File: src/rtl/arbiter_n_to_1_request_wrr.sv
// N-to-1 request arbiter (RR / WRR / fixed priority) fed by per-channel fall-through FIFOs into one output register.
// Push at edge t can leave at edge t+1; the output register and FIFOs hold while out_valid & ~out_ready.

module sync_fifo #(
    parameter  int DW    = 64,
    parameter  int DEPTH = 16,
    localparam int AW    = $clog2(DEPTH),
    localparam int CW    = AW + 1
) (
    input  logic          ap_clk,
    input  logic          areset_n,
    input  logic          wr_vld,
    input  logic [DW-1:0] wr_dat,
    output logic          wr_acc,
    input  logic          rd_en,
    output logic [DW-1:0] rd_dat,
    output logic          empty,
    output logic [CW-1:0] cnt
);
    logic [DW-1:0] mem [DEPTH];
    logic [AW-1:0] wr_ptr;
    logic [AW-1:0] rd_ptr;
    logic          full;
    logic          rd_acc;

    assign full   = (cnt == CW'(DEPTH));
    assign empty  = (cnt == '0);
    assign rd_acc = rd_en & ~empty;
    // A full FIFO still takes a write when the head leaves in the same cycle.
    assign wr_acc = wr_vld & (~full | rd_acc);
    assign rd_dat = mem[rd_ptr];

    always_ff @(posedge ap_clk or negedge areset_n) begin
        if (!areset_n) begin
            wr_ptr <= '0;
            rd_ptr <= '0;
            cnt    <= '0;
        end else begin
            if (wr_acc) wr_ptr <= wr_ptr + 1'b1;
            if (rd_acc) rd_ptr <= rd_ptr + 1'b1;
            case ({wr_acc, rd_acc})
                2'b10:   cnt <= cnt + 1'b1;
                2'b01:   cnt <= cnt - 1'b1;
                default: cnt <= cnt;
            endcase
        end
    end

    always_ff @(posedge ap_clk) begin
        if (wr_acc) mem[wr_ptr] <= wr_dat;
    end
endmodule

module arbiter_n_to_1_request_wrr #(
    parameter int NUM_REQUESTOR = 4,
    parameter int DATA_WIDTH    = 64,
    parameter int FIFO_DEPTH    = 16,
    parameter int PROG_THRESH   = 12,
    parameter int WEIGHT_WIDTH  = 4,
    parameter int ID_WIDTH      = (NUM_REQUESTOR > 1) ? $clog2(NUM_REQUESTOR) : 1
) (
    input  logic                                  ap_clk,
    input  logic                                  areset_n,
    input  logic [1:0]                            mode_in,
    input  logic [NUM_REQUESTOR*WEIGHT_WIDTH-1:0] weight_in,
    input  logic [NUM_REQUESTOR-1:0]              request_valid_in,
    input  logic [NUM_REQUESTOR*DATA_WIDTH-1:0]   request_data_in,
    output logic [NUM_REQUESTOR-1:0]              request_ready_out,
    output logic                                  request_out_valid,
    output logic [DATA_WIDTH-1:0]                 request_out_data,
    output logic [ID_WIDTH-1:0]                   request_out_id,
    input  logic                                  request_out_ready,
    output logic [NUM_REQUESTOR-1:0]              overflow_out
);
    localparam int NUM = NUM_REQUESTOR;
    localparam int CW  = $clog2(FIFO_DEPTH) + 1;
    localparam int XW  = ID_WIDTH + 1;

    localparam logic [1:0] MODE_WRR = 2'd1;
    localparam logic [1:0] MODE_FIX = 2'd2;

    logic [NUM-1:0]          fifo_empty;
    logic [NUM-1:0]          fifo_wr_acc;
    logic [NUM-1:0]          pop;
    logic [NUM-1:0]          cand;
    logic [CW-1:0]           fifo_cnt [NUM];
    logic [CW-1:0]           cnt_nxt  [NUM];
    logic [DATA_WIDTH-1:0]   fifo_dat [NUM];
    logic [WEIGHT_WIDTH-1:0] weight   [NUM];

    logic [ID_WIDTH-1:0]     rr_ptr;
    logic [ID_WIDTH-1:0]     holder;
    logic [ID_WIDTH-1:0]     winner;
    logic [XW-1:0]           idx;
    logic [WEIGHT_WIDTH-1:0] credit;
    logic [WEIGHT_WIDTH-1:0] credit_eff;
    logic [WEIGHT_WIDTH-1:0] credit_nxt;
    logic [WEIGHT_WIDTH-1:0] wsel;
    logic [1:0]              mode_q;
    logic                    adv;
    logic                    grant;
    logic                    is_rr;

    for (genvar g = 0; g < NUM; g++) begin : g_ch
        sync_fifo #(
            .DW    (DATA_WIDTH),
            .DEPTH (FIFO_DEPTH)
        ) u_fifo (
            .ap_clk   (ap_clk),
            .areset_n (areset_n),
            .wr_vld   (request_valid_in[g]),
            .wr_dat   (request_data_in[g*DATA_WIDTH +: DATA_WIDTH]),
            .wr_acc   (fifo_wr_acc[g]),
            .rd_en    (pop[g]),
            .rd_dat   (fifo_dat[g]),
            .empty    (fifo_empty[g]),
            .cnt      (fifo_cnt[g])
        );
        assign weight[g]  = weight_in[g*WEIGHT_WIDTH +: WEIGHT_WIDTH];
        assign cnt_nxt[g] = fifo_cnt[g] + CW'(fifo_wr_acc[g]) - CW'(pop[g]);
    end

    assign cand  = ~fifo_empty;
    assign adv   = ~request_out_valid | request_out_ready;
    assign grant = adv & (|cand);
    assign is_rr = (mode_in != MODE_WRR) && (mode_in != MODE_FIX);
    // A mode switch forfeits any WRR credit, including on the switching grant itself.
    assign credit_eff = (mode_in != mode_q) ? '0 : credit;

    // Searches run downwards so the nearest eligible channel is the last assignment.
    always_comb begin
        winner     = '0;
        credit_nxt = credit_eff;
        wsel       = '0;
        idx        = '0;
        case (mode_in)
            MODE_WRR: begin
                if ((credit_eff != '0) && cand[holder]) begin
                    winner     = holder;
                    credit_nxt = credit_eff - 1'b1;
                end else begin
                    for (int k = NUM; k >= 1; k--) begin
                        idx = {1'b0, holder} + XW'(k);
                        if (idx >= XW'(NUM)) idx = idx - XW'(NUM);
                        if (cand[idx[ID_WIDTH-1:0]]) winner = idx[ID_WIDTH-1:0];
                    end
                    wsel       = weight[winner];
                    credit_nxt = (wsel == '0) ? '0 : wsel - 1'b1;
                end
            end
            MODE_FIX: begin
                for (int k = NUM - 1; k >= 0; k--) begin
                    if (cand[k]) winner = ID_WIDTH'(k);
                end
            end
            default: begin
                for (int k = NUM - 1; k >= 0; k--) begin
                    idx = {1'b0, rr_ptr} + XW'(k);
                    if (idx >= XW'(NUM)) idx = idx - XW'(NUM);
                    if (cand[idx[ID_WIDTH-1:0]]) winner = idx[ID_WIDTH-1:0];
                end
            end
        endcase
    end

    always_comb begin
        pop = '0;
        if (grant) pop[winner] = 1'b1;
    end

    always_ff @(posedge ap_clk or negedge areset_n) begin
        if (!areset_n) begin
            request_out_valid <= 1'b0;
            request_out_data  <= '0;
            request_out_id    <= '0;
            rr_ptr            <= '0;
            holder            <= '0;
            credit            <= '0;
            mode_q            <= '0;
        end else begin
            mode_q <= mode_in;
            if (grant) begin
                request_out_valid <= 1'b1;
                request_out_data  <= fifo_dat[winner];
                request_out_id    <= winner;
            end else if (adv) begin
                request_out_valid <= 1'b0;
            end
            if (grant && is_rr) begin
                rr_ptr <= (winner == ID_WIDTH'(NUM - 1)) ? '0 : winner + 1'b1;
            end
            if (grant && (mode_in == MODE_WRR)) begin
                holder <= winner;
                credit <= credit_nxt;
            end else begin
                credit <= credit_eff;
            end
        end
    end

    // Ready tracks the occupancy the FIFO will hold after this edge.
    always_ff @(posedge ap_clk or negedge areset_n) begin
        if (!areset_n) begin
            request_ready_out <= '0;
            overflow_out      <= '0;
        end else begin
            for (int i = 0; i < NUM; i++) begin
                request_ready_out[i] <= (cnt_nxt[i] < CW'(PROG_THRESH));
            end
            overflow_out <= overflow_out | (request_valid_in & ~fifo_wr_acc);
        end
    end
endmodule

File: config.mk
export PLATFORM = sky130hd
export DESIGN_NAME = arbiter_n_to_1_request_wrr
export DESIGN_NICKNAME = d
export VERILOG_FILES = /design/src/rtl/arbiter_n_to_1_request_wrr.sv
export SDC_FILE = /design/constraint.sdc
export NUM_CORES = 2
export LEC_CHECK = 0
export CORE_UTILIZATION = 50
export DETAILED_ROUTE_END_ITERATION = 6
export PLACE_DENSITY = 0.67
export SETUP_SLACK_MARGIN = 0.3
export SLEW_MARGIN = 5
export SYNTH_ARGS = -nofsm -noshare
export SYNTH_HDL_FRONTEND = slang
export SYNTH_SLANG_ARGS = --single-unit
File: constraint.sdc
create_clock -name ap_clk -period 26.7 [get_ports ap_clk]
set_clock_uncertainty 0.05 [all_clocks]
set_input_delay 4.005 -clock ap_clk [delete_from_list [all_inputs] [get_ports ap_clk]]
set_output_delay 4.005 -clock ap_clk [all_outputs]
set_load 0.02 [all_outputs]
==> PnR_summary.wiki <==
{| class="wikitable"
! Metric !! Value
|-
| Status || finished clean
|-
| DIE AREA || 330,000 µm²
|-
| CTS H-tree lvls || 5
|-
| Total met2 wirelength after detailed routing || 201 mm
|-
| Arr. time, crit path || around 10 ns
|-
| Fill count || approximately 23,000
|-
| Routability cong. || 0.891
|-
| Die span in y || around 570 µm
|-
| Pins Over Slew Limit || 0
|-
| Hold Crit Class || flop to flop
|-
| Final-report setup violation count || 0
|-
| Reported leakage power || approximately 59 nW
|-
| Overall routing resource usage || about a quarter
|-
| Critical Path Start Type || input port
|-
| Number of nets in the synthesized netlist || 7,643
|-
| Vias in the first global route || 79,000
|-
| Worst setup margin || ~17 ns
|-
| Iter 0 DRT Violations || 9,444
|-
| Clock transition time at the flip-flop clock pins of the worst setup and hold paths || 0.06 ns
|-
| Dominant combinational cell family by area after synthesis || multiplexers
|-
| Max layer used || met5
|-
| Hold violation total from the final report || 0
|-
| Final ANT Viol Nets || 0
|-
| Count of input and output buffers || 355
|-
| Top achievable clock speed || 0.106 GHz
|-
| Highest ir drop seen on vdd || 0.000105 V
|-
| Share of synthesized area spent on multiplexers || 16.2%
|-
| Fraction of registers with async set/reset || 3.24%
|-
| Row count || 209
|-
| Die extent in x || 574 µm
|-
| Type of the worst setup path || input port to flop
|-
| DRT met1 WL || 166 mm
|-
| Root cell of the clock tree || sky130_fd_sc_hd__clkbuf_16
|-
| Yosys warning count || 0
|-
| Sequential Area || 126,000 µm²
|-
| Area fraction in compound gates after synthesis || just over 3%
|-
| Post-Synthesis Cell Area || between 150,000 and 200,000 µm²
|-
| CTS max path bufs || 4
|-
| Number of antenna violations at the first check in global routing || 107
|-
| Final worst path period need || 9.45 ns
|-
| Max FO, Critical Path || 40
|-
| # Max-Cap Violations || 0
|-
| Latest clock arrival within the worst-skew pair || 0.98 ns
|-
| Proportion of layout cells with a drive suffix above 1 || 23.6%
|-
| Post-synthesis adder-cell area fraction || 0.515%
|-
| Max transition margin || 9.55%
|-
| Synth Area in Simple Gates || 1.30%
|-
| Via/cell ratio || 6.32
|-
| Layout overhead on the synthesized area || 13.8%
|-
| Share of the clock period used by the worst path || between 30 and 40%
|-
| RSZ-0062 raised after global routing || no
|-
| Dominant synthesized flop cell || sky130_fd_sc_hd__edfxtp_1
|-
| Post-Synthesis Cells || 7,297
|-
| DRC violations left || 0
|-
| Core box area || 325,000 µm²
|-
| Total global routing overflow || 0
|-
| Netlist cell types || 90
|-
| Worst Setup Slack post-DPL || 16.42 ns
|-
| Effective utilization at floorplan || 50.4%
|-
| Actual transition at the worst max-transition pin || 1.36 ns
|-
| Post-cts repair resize count || 0
|-
| Portion of the post-synthesis area used by sequential elements || 77.2%
|-
| Setup crit end kind || flop
|-
| Required time of the worst setup path || 27.20 ns
|-
| DRT Pass-1 Iters || 5
|-
| Filler-free cell count of the finished design || 12,500
|-
| Nets@finish || 8,146
|-
| CTS Hold Bufs || 0
|-
| Largest net degree at the start of global routing || 163
|-
| Final standard cell area without fillers || 186,000 µm²
|-
| IO Pins || 356
|-
| Total negative slack || 0 ns
|-
| Vias post-DR || roughly 80,000
|-
| Placed Cells || ~12,000
|-
| Post-Synthesis Mean Instance Area || between 20 and 25 µm²
|-
| TritonCTS clock tree || done
|-
| DPL Wire Length || 254 mm
|-
| Clock Sinks || 4,233
|-
| Final WL || 420 mm
|-
| Total placed instance area || 173,000 µm²
|-
| Wire length of the first global-routing pass || between 500 and 600 mm
|-
| Total power || roughly 20 mW
|-
| Post-CTS setup buffer count || 0
|-
| Number of enable-type register cells in the synthesized netlist || just over 4,000
|-
| Area of the multi-input gates || around 36,000 µm²
|-
| Clock buffers created by TritonCTS || ~420
|-
| Met3 WL || 35.0 mm
|-
| Number of synthesized register bits || 4,233
|-
| Power density over the cells || 109 nW/µm²
|-
| Average routed wire per standard cell || approximately 34 µm
|-
| Xor and xnor area share after synthesis || 0.321%
|}
==> kinds of logic after synthesis <==
family / after synthesis
simple gates: 406
mux: 1324
xor+xnor: 60
fa+ha+maj: 65
flops: 4233
compound gates: 680
buf+inv: 529
==> power by group <==
part | internal [mW] | switching, mW | total (mW)
combinational | 2.44 | 3.56 | 6.00
clock | 3.35 | 2.46 | 5.81
sequential | 8.03 | 0.482 | 8.51
total | 13.8 | 6.50 | 20.3
==> layer usage <==
metal	vias to the layer above	GRT usage (%)
li1	32200	-
met1	42500	35.6
met2	3649	39.7
met3	707	4.63
met5	-	0
met4	44	10.6
==> path summary, 6_finish.rpt <==
path | end | depth (start not counted) | slack (ns) | startpoint
min | request_out_data[29] | 2 | 0.45 | request_out_data[29]
max reg2reg | g_ch[3].u_fifo.mem[9][26] | 17 | 19.67 | g_ch[2].u_fifo.cnt[2]
min reg2reg | request_out_data[29] | 2 | 0.45 | request_out_data[29]
min in group asynchronous | request_out_data[53] | 1 | 3.01 | areset_n
max | g_ch[3].u_fifo.mem[9][26] | 19 | 17.25 | mode_in[0]
max in group asynchronous | g_ch[1].u_fifo.rd_ptr[1] | 2 | 21.97 | areset_n
==> layout by cell type, fill, tap and decap left out, types with 10 or more instances in the layout <==
| cell type | count |
|---|---|
| sky130_fd_sc_hd__clkinvlp_4 | 14 |
| sky130_fd_sc_hd__edfxtp_1 | 4096 |
| sky130_fd_sc_hd__nand3_1 | 42 |
| sky130_fd_sc_hd__bufinv_16 | 41 |
| sky130_fd_sc_hd__a211oi_1 | 11 |
| sky130_fd_sc_hd__o221ai_1 | 35 |
| sky130_fd_sc_hd__o211ai_1 | 64 |
| sky130_fd_sc_hd__a21oi_1 | 48 |
| sky130_fd_sc_hd__nor2_1 | 36 |
| sky130_fd_sc_hd__ha_1 | 61 |
| sky130_fd_sc_hd__o21ai_0 | 149 |
| sky130_fd_sc_hd__a21boi_0 | 33 |
| sky130_fd_sc_hd__a221o_1 | 65 |
| sky130_fd_sc_hd__clkbuf_1 | 81 |
| sky130_fd_sc_hd__xor2_1 | 21 |
| sky130_fd_sc_hd__a22oi_1 | 64 |
| sky130_fd_sc_hd__inv_6 | 11 |
| sky130_fd_sc_hd__xnor2_1 | 39 |
| sky130_fd_sc_hd__a221oi_1 | 94 |
| sky130_fd_sc_hd__nor2_4 | 10 |
| sky130_fd_sc_hd__clkinv_2 | 76 |
| sky130_fd_sc_hd__clkbuf_16 | 427 |
| sky130_fd_sc_hd__nand2b_1 | 42 |
| sky130_fd_sc_hd__diode_2 | 35 |
| sky130_fd_sc_hd__clkinv_1 | 107 |
| sky130_fd_sc_hd__and3_4 | 12 |
| sky130_fd_sc_hd__inv_1 | 102 |
| sky130_fd_sc_hd__nand2_1 | 138 |
| sky130_fd_sc_hd__dfrtp_1 | 122 |
| sky130_fd_sc_hd__o311ai_1 | 31 |
| sky130_fd_sc_hd__nor3_1 | 37 |
| sky130_fd_sc_hd__clkdlybuf4s50_1 | 354 |
| sky130_fd_sc_hd__and2_4 | 17 |
| sky130_fd_sc_hd__dfrtp_4 | 13 |
| sky130_fd_sc_hd__mux2i_1 | 256 |
| sky130_fd_sc_hd__buf_4 | 143 |
| sky130_fd_sc_hd__mux4_2 | 1059 |
| sky130_fd_sc_hd__a41oi_1 | 33 |
==> cells in the mapped netlist, drive strengths merged (9+ instances only) <==
| cell | number | area [µm²] |
|---|---|---|
| a211oi | 12 | 95.1 |
| a21boi | 34 | 259 |
| a21o | 10 | 76.3 |
| a21oi | 50 | 265 |
| a221o | 65 | 651 |
| a221oi | 94 | 823 |
| a22oi | 64 | 480 |
| a41oi | 34 | 305 |
| and2 | 22 | 138 |
| and3 | 15 | 93.8 |
| buf | 155 | 711 |
| clkbuf | 269 | 1010 |
| dfrtp | 137 | 3430 |
| edfxtp | 4096 | 123000 |
| ha | 61 | 763 |
| inv | 104 | 393 |
| mux2 | 9 | 101 |
| mux2i | 256 | 2560 |
| mux4 | 1059 | 23900 |
| nand2 | 140 | 528 |
| nand2b | 42 | 263 |
| nand3 | 42 | 210 |
| nand4 | 9 | 56.3 |
| nor2 | 46 | 173 |
| nor3 | 39 | 211 |
| nor4 | 9 | 56.3 |
| nor4b | 11 | 139 |
| o211ai | 64 | 480 |
| o21ai | 150 | 751 |
| o221ai | 36 | 322 |
| o311ai | 33 | 289 |
| xnor2 | 39 | 342 |
| xor2 | 21 | 184 |
==> registers in the layout, summed over array words and instances (netlist names) <==
signal              cells
credit                  4
request_ready_out       4
holder                  2
g_ch.u_fifo.rd_ptr     16
rr_ptr                  2
request_out_valid       1
g_ch.u_fifo.wr_ptr     16
overflow_out            4
g_ch.u_fifo.cnt        20
request_out_id          2
request_out_data       64
mode_q                  2
g_ch.u_fifo.mem      4096
==> through the flow <==
step | hold slack, ns | utilization, %
2_1_floorplan | 0.455 | -
3_3_place_gp | 0.436 | 53.2
3_5_place_dp | 0.434 | 53.2
4_1_cts | 0.449 | 57.3
5_1_grt | 0.479 | 57.4
6_report | 0.446 | 57.4
==> worst max-delay path: stages <==
cell and delay [ns]:
sky130_fd_sc_hd__clkdlybuf4s50_1 0.55, sky130_fd_sc_hd__xor2_1 0.23, sky130_fd_sc_hd__nor2_1 0.13, sky130_fd_sc_hd__nand2_1 0.13, sky130_fd_sc_hd__ha_1 0.19, sky130_fd_sc_hd__o31ai_1 0.14
sky130_fd_sc_hd__o21ai_1 0.38, sky130_fd_sc_hd__a311o_2 0.29, sky130_fd_sc_hd__buf_4 0.35, sky130_fd_sc_hd__nand2_4 0.35, sky130_fd_sc_hd__inv_4 0.22, sky130_fd_sc_hd__ha_1 0.19
sky130_fd_sc_hd__nand2_1 0.22, sky130_fd_sc_hd__nand4_1 0.21, sky130_fd_sc_hd__and2_1 0.29, sky130_fd_sc_hd__inv_1 0.25, sky130_fd_sc_hd__nor3b_1 0.49, sky130_fd_sc_hd__and2_4 0.54
sky130_fd_sc_hd__buf_4 0.67
==> layout make-up <==
| class | instances | share of cell area [%] |
|---|---|---|
| clock buffer | 516 | 5.96 |
| tap | 4325 | 2.90 |
| inverter | 105 | 0.215 |
| antenna | 35 | 0.0470 |
| timing repair buffer | 507 | 2.58 |
| clock inverter | 259 | 1.31 |
| sequential | 4233 | 67.9 |
| multi-input combinational | 2535 | 19.1 |
No activity file was read; power rests on OpenSTA's default activity.
